--- src/rtl/reflet_mem_sequencer_if.sv ---
// Bundle of the CPU request/response and narrow memory-beat signals around
// the Reflet memory sequencer.
//
// Handshakes, all sampled on the rising clock edge:
//   request : accepted on an edge with req_valid && req_ready; the CPU holds
//             req_* stable while req_valid is high and req_ready is low.
//   beat    : completes on an edge with mem_req && mem_ready; the sequencer
//             holds mem_* stable while mem_ready is low. mem_ready without
//             mem_req means nothing.
//   response: rsp_valid is a single-cycle pulse with no backpressure.
interface reflet_mem_sequencer_if #(
  parameter int wordsize  = 16,
  parameter int bus_width = 8
);
  logic                   req_valid;
  logic                   req_ready;
  logic                   req_write;
  logic [wordsize-1:0]    req_addr;
  logic [1:0]             req_size;
  logic [wordsize-1:0]    req_wdata;
  logic                   rsp_valid;
  logic [wordsize-1:0]    rsp_rdata;
  logic                   rsp_error;
  logic                   mem_req;
  logic                   mem_write_en;
  logic [wordsize-1:0]    mem_addr;
  logic [bus_width-1:0]   mem_wdata;
  logic [bus_width/8-1:0] mem_byte_en;
  logic [bus_width-1:0]   mem_rdata;
  logic                   mem_ready;

  // Environment side: the CPU core plus the memory it talks to.
  modport master (
    output req_valid, req_write, req_addr, req_size, req_wdata,
    output mem_rdata, mem_ready,
    input  req_ready, rsp_valid, rsp_rdata, rsp_error,
    input  mem_req, mem_write_en, mem_addr, mem_wdata, mem_byte_en
  );

  // Sequencer side.
  modport slave (
    input  req_valid, req_write, req_addr, req_size, req_wdata,
    input  mem_rdata, mem_ready,
    output req_ready, rsp_valid, rsp_rdata, rsp_error,
    output mem_req, mem_write_en, mem_addr, mem_wdata, mem_byte_en
  );
endinterface

--- src/rtl/reflet_mem_sequencer.sv ---
// Splits one CPU load/store of 1..wordsize/8 bytes into bus_width-wide memory
// beats and assembles load data little-endian into a single response.
module reflet_mem_sequencer #(
  parameter int wordsize  = 16,
  parameter int bus_width = 8
) (
  input  logic                 clk,
  input  logic                 reset,
  reflet_mem_sequencer_if.slave bus,
  output logic [1:0]           dbg_state
);
  localparam int BB     = bus_width / 8;
  localparam int WB     = wordsize / 8;
  localparam int LOG_BB = $clog2(BB);
  localparam int KW     = 4;

  localparam logic [1:0] IDLE   = 2'd0;
  localparam logic [1:0] ACCESS = 2'd1;
  localparam logic [1:0] RESP   = 2'd2;

  logic [1:0]          state_q, state_d;
  logic                write_q, write_d;
  logic                err_q, err_d;
  logic [wordsize-1:0] addr_q, addr_d;
  logic [wordsize-1:0] wdata_q, wdata_d;
  logic [wordsize-1:0] asm_q, asm_d;
  logic [BB-1:0]       be_q, be_d;
  logic [KW-1:0]       last_q, last_d;
  logic [KW-1:0]       k_q, k_d;

  logic [3:0]           acc_nbytes;
  logic                 acc_err;
  logic [KW-1:0]        acc_last;
  logic [BB-1:0]        acc_be;
  logic [bus_width-1:0] lane_mask;

  // Decode the incoming request: byte count, error, index of the last beat, lanes.
  always_comb begin
    acc_nbytes = 4'd1 << bus.req_size;
    acc_err    = int'(acc_nbytes) > WB;
    acc_last   = '0;
    if (int'(bus.req_size) > LOG_BB)
      acc_last = KW'((1 << (int'(bus.req_size) - LOG_BB)) - 1);
    acc_be = '1;
    if (int'(acc_nbytes) < BB)
      acc_be = BB'((1 << int'(acc_nbytes)) - 1);
  end

  // Expand the byte-lane enables into a bit mask for load data.
  always_comb begin
    lane_mask = '0;
    for (int i = 0; i < BB; i++)
      lane_mask[i*8 +: 8] = {8{be_q[i]}};
  end

  // Next-state logic: accept, step through beats, pulse the response.
  // The address register advances by one bus word per beat and the write data
  // shifts down, so the current beat always sits at addr_q / wdata_q[low].
  always_comb begin
    state_d = state_q;
    write_d = write_q;
    err_d   = err_q;
    addr_d  = addr_q;
    wdata_d = wdata_q;
    asm_d   = asm_q;
    be_d    = be_q;
    last_d  = last_q;
    k_d     = k_q;
    case (state_q)
      IDLE: begin
        if (bus.req_valid) begin
          write_d = bus.req_write;
          addr_d  = bus.req_addr;
          wdata_d = bus.req_wdata;
          be_d    = acc_be;
          last_d  = acc_last;
          err_d   = acc_err;
          k_d     = '0;
          asm_d   = '0;
          state_d = acc_err ? RESP : ACCESS;
        end
      end
      ACCESS: begin
        if (bus.mem_ready) begin
          if (!write_q)
            asm_d[int'(k_q)*bus_width +: bus_width] = bus.mem_rdata & lane_mask;
          addr_d  = addr_q + wordsize'(BB);
          wdata_d = wdata_q >> bus_width;
          k_d     = k_q + KW'(1);
          if (k_q == last_q)
            state_d = RESP;
        end
      end
      RESP:    state_d = IDLE;
      default: state_d = IDLE;
    endcase
  end

  // State registers with synchronous reset; a partial access is dropped.
  always_ff @(posedge clk) begin
    if (reset) begin
      state_q <= IDLE;
      write_q <= 1'b0;
      err_q   <= 1'b0;
      addr_q  <= '0;
      wdata_q <= '0;
      asm_q   <= '0;
      be_q    <= '0;
      last_q  <= '0;
      k_q     <= '0;
    end else begin
      state_q <= state_d;
      write_q <= write_d;
      err_q   <= err_d;
      addr_q  <= addr_d;
      wdata_q <= wdata_d;
      asm_q   <= asm_d;
      be_q    <= be_d;
      last_q  <= last_d;
      k_q     <= k_d;
    end
  end

  // Outputs come only from registered state, never straight from req_*.
  always_comb begin
    bus.req_ready    = (state_q == IDLE);
    bus.mem_req      = (state_q == ACCESS);
    bus.mem_write_en = (state_q == ACCESS) && write_q;
    bus.mem_addr     = addr_q;
    bus.mem_wdata    = wdata_q[bus_width-1:0];
    bus.mem_byte_en  = (state_q == ACCESS) ? be_q : '0;
    bus.rsp_valid    = (state_q == RESP);
    bus.rsp_error    = (state_q == RESP) && err_q;
    bus.rsp_rdata    = ((state_q == RESP) && !write_q) ? asm_q : '0;
    dbg_state        = state_q;
  end
endmodule

--- src/flat_wrapper.sv ---
// flat-port wrapper written by rule: the top's interface ports become plain ports
module reflet_mem_sequencer_flat 
#(
  parameter int wordsize  = 16,
  parameter int bus_width = 8
)
  (clk, reset, dbg_state, bus_req_valid, bus_req_write, bus_req_addr, bus_req_size, bus_req_wdata, bus_mem_rdata, bus_mem_ready, bus_req_ready, bus_rsp_valid, bus_rsp_rdata, bus_rsp_error, bus_mem_req, bus_mem_write_en, bus_mem_addr, bus_mem_wdata, bus_mem_byte_en);
  reflet_mem_sequencer_if #(.wordsize(wordsize), .bus_width(bus_width)) bus_i ();
  input  logic clk;
  input  logic reset;
  output logic [1:0] dbg_state;
  input wire logic [$bits(bus_i.req_valid)-1:0] bus_req_valid;
  input wire logic [$bits(bus_i.req_write)-1:0] bus_req_write;
  input wire logic [$bits(bus_i.req_addr)-1:0] bus_req_addr;
  input wire logic [$bits(bus_i.req_size)-1:0] bus_req_size;
  input wire logic [$bits(bus_i.req_wdata)-1:0] bus_req_wdata;
  input wire logic [$bits(bus_i.mem_rdata)-1:0] bus_mem_rdata;
  input wire logic [$bits(bus_i.mem_ready)-1:0] bus_mem_ready;
  output wire logic [$bits(bus_i.req_ready)-1:0] bus_req_ready;
  output wire logic [$bits(bus_i.rsp_valid)-1:0] bus_rsp_valid;
  output wire logic [$bits(bus_i.rsp_rdata)-1:0] bus_rsp_rdata;
  output wire logic [$bits(bus_i.rsp_error)-1:0] bus_rsp_error;
  output wire logic [$bits(bus_i.mem_req)-1:0] bus_mem_req;
  output wire logic [$bits(bus_i.mem_write_en)-1:0] bus_mem_write_en;
  output wire logic [$bits(bus_i.mem_addr)-1:0] bus_mem_addr;
  output wire logic [$bits(bus_i.mem_wdata)-1:0] bus_mem_wdata;
  output wire logic [$bits(bus_i.mem_byte_en)-1:0] bus_mem_byte_en;
  assign bus_i.req_valid = bus_req_valid;
  assign bus_i.req_write = bus_req_write;
  assign bus_i.req_addr = bus_req_addr;
  assign bus_i.req_size = bus_req_size;
  assign bus_i.req_wdata = bus_req_wdata;
  assign bus_i.mem_rdata = bus_mem_rdata;
  assign bus_i.mem_ready = bus_mem_ready;
  assign bus_req_ready = bus_i.req_ready;
  assign bus_rsp_valid = bus_i.rsp_valid;
  assign bus_rsp_rdata = bus_i.rsp_rdata;
  assign bus_rsp_error = bus_i.rsp_error;
  assign bus_mem_req = bus_i.mem_req;
  assign bus_mem_write_en = bus_i.mem_write_en;
  assign bus_mem_addr = bus_i.mem_addr;
  assign bus_mem_wdata = bus_i.mem_wdata;
  assign bus_mem_byte_en = bus_i.mem_byte_en;
  reflet_mem_sequencer #(.wordsize(wordsize), .bus_width(bus_width)) u_core (.clk(clk), .reset(reset), .bus(bus_i), .dbg_state(dbg_state));
endmodule
--- config.mk ---
export PLATFORM = sky130hd
export DESIGN_NAME = reflet_mem_sequencer_flat
export DESIGN_NICKNAME = d
export VERILOG_FILES = /design/src/rtl/reflet_mem_sequencer_if.sv /design/src/rtl/reflet_mem_sequencer.sv /design/src/flat_wrapper.sv
export SDC_FILE = /design/constraint.sdc
export NUM_CORES = 1
export LEC_CHECK = 0
export CORE_ASPECT_RATIO = 1.5
export CORE_UTILIZATION = 24
export CTS_CLUSTER_SIZE = 10
export DETAILED_ROUTE_END_ITERATION = 7
export GPL_ROUTABILITY_DRIVEN = 0
export HOLD_SLACK_MARGIN = 0.05
export PLACE_DENSITY = 0.56
export SLEW_MARGIN = 0
export SYNTH_ARGS = -nofsm -noshare
export SYNTH_HDL_FRONTEND = slang
export SYNTH_SLANG_ARGS = --single-unit
export TNS_END_PERCENT = 10
--- constraint.sdc ---
create_clock -name clk -period 2.3 [get_ports clk]
set_clock_uncertainty 0.05 [all_clocks]
set_input_delay 0.345 -clock clk [delete_from_list [all_inputs] [get_ports clk]]
set_output_delay 0.345 -clock clk [all_outputs]
set_load 0.1 [all_outputs]
==> summary.md, run 1 <==
| Metric | Value |
|---|---|
| Status | complete, no violations |
| Largest net degree at the start of global routing | 41 |
| CP max-delay cell | dfxtp_2 |
| Post-synth ARST share | 0% |
| Initial antenna violation count | 0 |
| Fin nets | 512 |
| Clock latency on the worst-skew pair | 0.33 ns |
| DIE AREA | 13,800 um2 |
| Syn Nets | 427 |
| Post_cts resized | 0 |
| Max_cap viols | 0 |
| Worst vdd ir | 0.000410 V |
| H-tree depth | 3 |
| Overflow left after global routing | 0 |
| Routed wire per std cell | 15.4 um |
| Antenna-violating nets left | 0 |
| Layout cell share with drive strength beyond 1 | 26.0% |
| Non-filler cells in the finished layout | 625 |
| Startpoint Class | flop |
| Power share of the combinational group | 29.1% |
| Port Buf Inserts | 94 |
| Site Rows | 51 |
| Cell taking the most area after synthesis | dfxtp_1 |
| Slew Viols, Final | 0 |
| Max FO, Critical Path | 25 |
| Drt via density | 4.93 |
| First-pass iteration count of the detailed router | 4 |
| Setup-failing EPs final | 0 |
| WP data arrival | 1.75 ns |
| Register bit total from synthesis | 61 |
| # fillers | 1,373 |
| Mapped Area | 3210 um2 |
| # clock sinks | 61 |
| Pwr Density | 751 nW/um2 |
| IO Pins | 95 |
| Fin util | 36.0% |
| Ys Warns | 0 |
| Fin. Hold Viols | 0 |
| Critical path's largest stage delay | 0.64 ns |
| RSZ-0062 raised after global routing | no |
| P_int | 2.22 mW |
| Part of the power in the clock network | 36.1% |
| Seq pwr share | 34.8% |
| Cell Chain, Critical Path | and3b_1, buf_12 |
| Cts hold-fix bufs | 0 |
| Worst Path Buf+Inv | 1 |
| # DRC | 0 |
| Final period util | 93.0% |
| Worst Tran Pin Value | 0.661 ns |
| Worst setup EP type | output port |
| Number of synthesized flops with an enable pin | 0 |
| DP HPWL | 6990 um |
| CTS tree | built |
| Hold crit path type | reg -> reg |
| Final WS setup | 0.160 ns |
| Worst endpoint required time | 1.90 ns |
| WL final | 9640 um |
| Most instantiated cells after synthesis | 61 x dfxtp_1, 43 x nand2_1, 41 x nor2_1 |
| Synthesis-to-layout area growth | 46.1% |
| Yosys cell types | 56 |
| F_max | 467 MHz |
| Largest cells by area after synthesis | dfxtp_1 38%, nand2_1 5.0%, nor2_1 4.8% |
| Pre-CTS WS | 0.114 ns |
| Top delay family on crit path | flip-flops |
| Fin Hold WS | 0.403 ns |
| Vias | 3,079 |
| Static leakage | 1.79 nW |
| Initial Util | 24.6% |
| Initial DRC count | 119 |
| Crit path time final | 2.14 ns |
| Switching Share | 36.8% |
| DIE WIDTH | 96.4 um |
| Die Y | 144 um |
| Vias in the first global route | 3,118 |
| # diodes | 0 |
| Count leader, synth | dfxtp_1 |
| Synth Area per Inst | 8.53 um2 |
| Total GRT Usage | 14.7% |
| Cts bufs inserted | 9 |
| Setup Fix Bufs, Post-CTS | 0 |
| Sequential fraction of the synthesis area | 38.1% |
| Crit path kind | reg -> out |
| Switching power | 1.30 mW |
| Top FF cell, synth | dfxtp_1 |
| Placed Cells | 609 |
| Rel. slew slack | 55.9% |
| Clock transition at path regs | 0.05 ns |
| Clk root buf | clkbuf_16 |
| Clk buf depth | 2 |
| Cells after Synth | 376 |
| Total Neg Setup Slack | 0 ns |
| Synth top area share | 38.1% |
| First-pass GRT wire length | 15,400 um |
| Core area | 13,000 um2 |
## placed cells by master (no fill, tap or decap), types with 12 or more instances in the layout
cell             instances
dfxtp_1                 59
clkdlybuf4s50_1         45
nand2_1                 43
buf_4                   42
nor2_1                  39
buf_12                  21
a21oi_1                 20
nor3_1                  18
and2_2                  13
inv_1                   12
## final cells by class
cell class / instances / area (um2) / area share (%)
clock buffer: 12 / 256 / 5.48
clock inverter: 4 / 21.3 / 0.454
inverter: 12 / 45.0 / 0.962
multi-input combinational: 268 / 1740 / 37.2
sequential: 61 / 1230 / 26.2
tap: 159 / 199 / 4.25
timing repair buffer: 109 / 1190 / 25.4
## metal layers
layer	vias to the layer above	part of all wire (%)	wire, um	track usage [%]
met3	13	6.8	659	4.50
li1	1509	-	-	-
met5	-	0	0	0
met1	1447	39	3810	16.3
met2	110	52	4970	25.4
met4	0	2.1	198	6.19
## metrics by stage
step,instance area [um2],total power [mW]
finish,4680,3.52
global route,4680,3.68
CTS,4680,3.56
detailed placement,4410,2.27
global placement,4410,2.26
floorplan,3240,2.01
## final timing paths
path,startpoint,to,slack [ns],cells past startpoint
min reg2reg,u_core.err_q,u_core.err_q,0.40,2
max reg2reg,u_core.k_q[0],u_core.asm_q[6],0.26,6
max,u_core.dbg_state[0],bus_mem_byte_en,0.16,2
min,u_core.err_q,u_core.err_q,0.40,2
## flip-flops by register name, indices dropped and copies added, names as in the netlist
register / count
u_core.write_q: 1
u_core.err_q: 1
u_core.dbg_state: 2
u_core.asm_q: 16
u_core.last_q: 4
u_core.k_q: 4
u_core.bus.mem_addr: 16
u_core.be_q: 1
u_core.wdata_q: 16
## worst register-to-register path: stages (launching register included)
cell	delay, ns
dfxtp_1	0.50
inv_1	0.09
ha_1	0.25
nor3b_1	0.15
and4b_1	0.21
o22ai_1	0.53
o2bb2ai_1	0.19
## power groups by stage
stage | clock network [mW] | registers (mW) | logic, mW
after floorplan | 0 | 1.48 | 0.530
after global placement | 0 | 1.24 | 1.02
after detailed placement | 0 | 1.25 | 1.03
after CTS | 1.30 | 1.22 | 1.03
after global routing | 1.36 | 1.24 | 1.08
final | 1.27 | 1.23 | 1.02
## cell families (layout without fill, tap and decap cells)
kind of cell               after synthesis  after routing  share of synthesized area [%]
AOI/OAI and AO/OA                       85             85                           20.1
xor gates and xnor gates                 7              7                           2.15
adders and majority gates                4              4                           1.56
buffers and inverters                   47            137                           8.63
DFF                                     61             61                           38.1
muxes                                    9              9                           3.12
and+or+nand+nor                        163            163                           26.4
Power figures use the tool's default switching activity.
==> inputs of run 2 (changes only) <==
--- a/config.mk
+++ b/config.mk
@@ -5,13 +5,16 @@
 export SDC_FILE = /design/constraint.sdc
 export NUM_CORES = 1
 export LEC_CHECK = 0
+export CAP_MARGIN = 10
 export CORE_ASPECT_RATIO = 1.5
 export CORE_UTILIZATION = 24
 export CTS_CLUSTER_SIZE = 10
 export DETAILED_ROUTE_END_ITERATION = 7
 export GPL_ROUTABILITY_DRIVEN = 0
+export GPL_TIMING_DRIVEN = 0
 export HOLD_SLACK_MARGIN = 0.05
 export PLACE_DENSITY = 0.56
+export SKIP_LAST_GASP = 1
 export SLEW_MARGIN = 0
 export SYNTH_ARGS = -nofsm -noshare
 export SYNTH_HDL_FRONTEND = slang
==> run 2 against run 1 <==
Compared with the run above: the run now ends with negative setup slack left; largest power group unchanged; highest routed layer unchanged; cell count rose by 3.2%; utilization barely moved; final area barely moved; setup slack got worse by 0.28 ns.
==> summary.md, run 2 (synthesis gave the netlist of run 1 again) <==
| Metric | Value |
|---|---|
| Status | finished, violations left |
| Failing checks | negative setup slack |
| Fin util | 35.9% |
| Final period util | 105% |
| Worst setup EP type | output port |
| Static leakage | 1.77 nW |
| Pre-CTS WS | -1.26 ns |
| # clock sinks | 61 |
| Power share of the combinational group | 29.9% |
| Reg2reg start | u_core.k_q[0] |
| DIE WIDTH | 96.4 um |
| # diodes | 0 |
| Multi-input combinational cell area | 1750 um2 |
| Register area | 1230 um2 |
| Worst Path Buf+Inv | 1 |
| Max FO, Critical Path | 8 |
| Fin Hold WS | 0.381 ns |
| Top delay family on crit path | buffers and inverters |
| Critical path's largest stage delay | 1.20 ns |
| Port Buf Inserts | 93 |
| Clock transition at path regs | 0.05 ns |
| Rel. slew slack | 34.9% |
| Vias | 3,224 |
| Part of the power in the clock network | 37.1% |
| Placed Cells | 628 |
| Startpoint Class | flop |
| Site Rows | 51 |
| DP HPWL | 7790 um |
| CTS tree | built |
| Setup-failing EPs final | 15 |
| # fillers | 1,392 |
| Seq pwr share | 33.0% |
| Layout cell share with drive strength beyond 1 | 22.6% |
| Switching Share | 36.2% |
| P_int | 2.34 mW |
| Routed wire per std cell | 15.9 um |
| F_max | 413 MHz |
| Crit path kind | reg -> out |
| Pwr Density | 785 nW/um2 |
| Total GRT Usage | 15.5% |
| Hold path depth | 3 |
| Most frequent cells in the layout | 71 x clkdlybuf4s50_1, 59 x dfxtp_1, 43 x nand2_1, 39 x nor2_1, 21 x buf_4 |
| Fin nets | 532 |
| Switching power | 1.33 mW |
| Total Neg Setup Slack | -0.833 ns |
| Non-filler cells in the finished layout | 645 |
| Final Power | 3.67 mW |
| Initial antenna violation count | 0 |
| HP Start | reset |
| Synthesis-to-layout area growth | 46.0% |
| Largest net degree at the start of global routing | 12 |
| Core area | 13,000 um2 |
| Clk buf depth | 2 |
| RSZ-0062 raised after global routing | yes |
| # DRC | 0 |
| Die Y | 144 um |
| Worst hold endpoint | u_core.asm_q[15] |
| CP max-delay cell | clkdlybuf4s50_1 |
| Slew Viols, Final | 0 |
| Reg2reg end | u_core.asm_q[12] |
| Clock latency on the worst-skew pair | 0.34 ns |
| Final WS setup | -0.119 ns |
| Worst endpoint required time | 1.90 ns |
| Cell Chain, Critical Path | clkdlybuf4s50_1 |
| DIE AREA | 13,800 um2 |
| Cts bufs inserted | 9 |
| First-pass iteration count of the detailed router | 5 |
| Initial Util | 24.6% |
| Post-route cell area | 4680 um2 |
| R2R setup slack | 0.16 ns |
| Hold crit path type | in -> reg |
| Overflow left after global routing | 0 |
| Worst Tran Pin Value | 0.973 ns |
| Reg2reg path depth | 8 |
| WP data arrival | 2.02 ns |
| Vias in the first global route | 3,223 |
| Worst vdd ir | 0.000442 V |
| Max_cap viols | 0 |
| Cts hold-fix bufs | 0 |
| Antenna-violating nets left | 0 |
| Initial DRC count | 121 |
| IO Pins | 95 |
| Placed Instance Area | 4370 um2 |
| Crit path time final | 2.42 ns |
| H-tree depth | 3 |
| Fin. Hold Viols | 0 |
| WL final | 10,200 um |
| Drt via density | 5.00 |
| Most common cell after layout, fill and taps aside | clkdlybuf4s50_1 |
| Clk root buf | clkbuf_16 |
| First-pass GRT wire length | 16,100 um |
==> run 2: cell count changes in the layout (fill, tap and decap cells not counted), moves of 3 or more <==
cell	change
clkdlybuf4s15_2	+3
clkdlybuf4s50_1	+26
clkbuf_4	+5
buf_4	-21
buf_6	+6
buf_2	+9
buf_12	-20
clkbuf_1	+5
==> run 2: metal layers <==
layer | global-route usage, % | routed length, um | up-vias
li1 | - | - | 1546
met1 | 17.4 | 4020 | 1520
met2 | 26.7 | 5160 | 129
met3 | 3.28 | 675 | 29
met4 | 8.67 | 373 | 0
met5 | 0 | 0 | -
==> run 2: final cells by class <==
cell class | count | area share (%)
sequential | 61 | 26.2
tap | 159 | 4.25
inverter | 12 | 0.963
buffer | 35 | 5.24
clock inverter | 6 | 1.31
timing repair buffer | 94 | 19.5
clock buffer | 10 | 5.11
multi-input combinational | 268 | 37.4
==> run 2: worst max-delay path by stage <==
stage | cells after the start | startpoint | slack (ns) | endpoint
2_1_floorplan | 4 | u_core.dbg_state[0] | -0.27 | bus_mem_write_en
3_3_place_gp | 6 | u_core.dbg_state[1] | -1.15 | bus_rsp_rdata[11]
3_5_place_dp | 6 | u_core.dbg_state[1] | -1.26 | bus_rsp_rdata[11]
4_1_cts | 4 | u_core.dbg_state[0] | -0.15 | bus_rsp_valid
5_1_grt | 1 | u_core.bus.mem_addr[3] | -0.17 | bus_mem_addr[3]
6_report | 1 | u_core.bus.mem_addr[2] | -0.12 | bus_mem_addr[2]
==> run 2: power groups by stage <==
| stage | combinational [mW] | clock [mW] | sequential (mW) |
|---|---|---|---|
| global route | 1.16 | 1.44 | 1.22 |
| floorplan | 0.530 | 0 | 1.48 |
| global placement | 1.08 | 0 | 1.23 |
| finish | 1.10 | 1.36 | 1.21 |
| detailed placement | 1.09 | 0 | 1.23 |
| CTS | 1.10 | 1.39 | 1.21 |
==> run 2: timing repair <==
action / 4_1_cts / 5_1_grt
gates resized for setup: 113 / 11
pin swaps: 1 / 0
buffers inserted: 1 / 0
setup endpoints to repair: 33 / 43
==> inputs of run 3 (changes only) <==
==> constraint.sdc (replaced) <==
create_clock -name clk -period 2.45 [get_ports clk]
set_clock_uncertainty 0.05 [all_clocks]
set_input_delay 0.3675 -clock clk [delete_from_list [all_inputs] [get_ports clk]]
set_output_delay 0.3675 -clock clk [all_outputs]
set_load 0.1 [all_outputs]
==> run 3 against run 2 <==
Compared with the run above: the run still ends with negative setup slack left; power decreased by 6.1%; clock power decreased by 6%; worst hold slack improved by 0.026 ns; utilization decreased by 0.067 points; register-to-register slack improved by 0.14 ns; wire length increased by 0.26%; cell count decreased by 0.31%; die area unchanged; final area decreased by 0.19%; critical path depth increased by 3; global-route usage about the same; first-iteration DRC count decreased by 30%; largest cell class unchanged; largest power group unchanged.
==> summary.md, run 3 (synthesis gave the netlist of run 1 again) <==
| Metric | Value |
|---|---|
| Status | finished, violations left |
| Failing checks | negative setup slack |
| Antenna-violating nets left | 0 |
| Fin Hold WS | 0.406 ns |
| Critical path origin | u_core.dbg_state[0] |
| Largest net degree at the start of global routing | 11 |
| Worst vdd ir | 0.000268 V |
| Synthesis-to-layout area growth | 45.7% |
| Hold crit path type | reg -> reg |
| P_int | 2.25 mW |
| CTS tree | built |
| Worst endpoint required time | 2.03 ns |
| Drt via density | 4.88 |
| Vias in the first global route | 3,186 |
| Fin nets | 532 |
| # DRC | 0 |
| DIE AREA | 13,800 um2 |
| Clock transition at path regs | 0.05 ns |
| Final WS setup | -0.0736 ns |
| Layout cell share with drive strength beyond 1 | 21.7% |
| # clock sinks | 61 |
| Worst setup EP type | output port |
| Switching Share | 34.8% |
| Initial antenna violation count | 0 |
| Critical path's largest stage delay | 0.84 ns |
| Vias | 3,140 |
| Rel. slew slack | 34.2% |
| Post-route cell area | 4670 um2 |
| Crit path time final | 2.52 ns |
| Port Buf Inserts | 93 |
| Most common cell after layout, fill and taps aside | clkdlybuf4s50_1 |
| WP data arrival | 2.11 ns |
| Seq pwr share | 33.0% |
| Site Rows | 51 |
| Max_cap viols | 0 |
| Core area | 13,000 um2 |
| Top delay family on crit path | buffers and inverters |
| Startpoint Class | flop |
| DIE WIDTH | 96.4 um |
| Initial Util | 24.6% |
| Most frequent cells in the layout | 71 x clkdlybuf4s50_1, 59 x dfxtp_1, 43 x nand2_1, 39 x nor2_1, 20 x a21oi_1 |
| Total GRT Usage | 15.5% |
| Part of the power in the clock network | 37.1% |
| Slew Viols, Final | 0 |
| Clk buf depth | 2 |
| Final period util | 103% |
| Fin. Hold Viols | 0 |
| Reg2reg start | u_core.k_q[0] |
| First-pass GRT wire length | 16,200 um |
| Clk root buf | clkbuf_16 |
| Worst Tran Pin Value | 0.984 ns |
| F_max | 396 MHz |
| Cts bufs inserted | 9 |
| RSZ-0062 raised after global routing | yes |
| Pwr Density | 738 nW/um2 |
| Power share of the combinational group | 29.8% |
| Setup-failing EPs final | 4 |
| DP HPWL | 7770 um |
| Max FO, Critical Path | 10 |
| HP Start | u_core.err_q |
| Cts hold-fix bufs | 0 |
| Placed Instance Area | 4370 um2 |
| WL final | 10,300 um |
| Routed wire per std cell | 16.0 um |
| Overflow left after global routing | 0 |
| Static leakage | 1.78 nW |
| Worst Path Buf+Inv | 3 |
| Crit path kind | reg -> out |
| First-pass iteration count of the detailed router | 4 |
| Die Y | 144 um |
| CP max-delay cell | clkdlybuf4s15_1 |
| Cell Chain, Critical Path | buf_2, clkbuf_2, nor2_2, clkdlybuf4s15_1 |
| Initial DRC count | 85 |
| # diodes | 0 |
| Switching power | 1.20 mW |
| H-tree depth | 3 |
| IO Pins | 95 |
| Clock latency on the worst-skew pair | 0.32 ns |
==> run 3: cell types whose count changed in the layout (fill, tap and decap cells not counted), sizes merged <==
cell           delta
clkbuf            -2
inv               -1
clkdlybuf4s18     -2
clkdlybuf4s15     +1
buf               +6
clkinvlp          -2
clkinv            -2
==> run 3: worst paths after layout <==
path / end / slack, ns / cells past startpoint
worst max register to register: u_core.asm_q[11] / 0.30 / 8
worst max-delay path: bus_rsp_valid / -0.07 / 4
worst min register to register: u_core.err_q / 0.41 / 2
worst min-delay path: u_core.err_q / 0.41 / 2
==> run 3: area by class of cell <==
type	instances	area, um2
clock inverters	1	30.0
flip-flops and latches	61	1220
well taps	159	199
fillers	1370	8350
repair buffers	94	913
plain buffers	35	241
multi-input cells	268	1750
inverters	12	45.0
clock buffers	13	270
==> run 3: worst register-to-register path: stages, from the launching register on <==
cell     delay (ns)
dfxtp_1        0.33
buf_2          0.20
inv_1          0.06
ha_1           0.31
nor2b_1        0.17
nand4_2        0.25
a21bo_1        0.27
buf_6          0.14
mux2_2         0.27
==> run 3: metal layers <==
metal  track usage (%)  part of all wire, %  vias up
li1                  -                    -     1542
met1              17.4                   41     1472
met2              27.2                   50      106
met3              3.12                  5.9       20
met4              7.59                  3.2        0
met5                 0                    0        -
==> run 3: per-stage QoR <==
stage	utilization, %	std cells	setup TNS [ns]	total power, mW	setup slack (ns)
detailed placement	33.6	628	-15.80	2.18	-1.05
global route	35.9	643	-0.491	3.58	-0.115
CTS	35.8	642	-3.75	3.47	-0.204
finish	35.9	643	-0.138	3.45	-0.0736
floorplan	-	376	-0.794	1.89	-0.139
global placement	33.6	628	-15.32	2.17	-1.02
==> run 3: repair_timing <==
action / CTS / global route
pin swaps: 0 / 1
setup buffers: 0 / 1
gates resized for setup: 96 / 32
endpoints found under the setup margin: 22 / 24
==> run 3: power by group through the flow <==
stage	registers, mW	logic (mW)	clock network, mW
floorplan	1.39	0.497	0
global placement	1.15	1.02	0
detailed placement	1.16	1.03	0
CTS	1.14	1.03	1.31
global route	1.15	1.09	1.35
finish	1.14	1.03	1.28
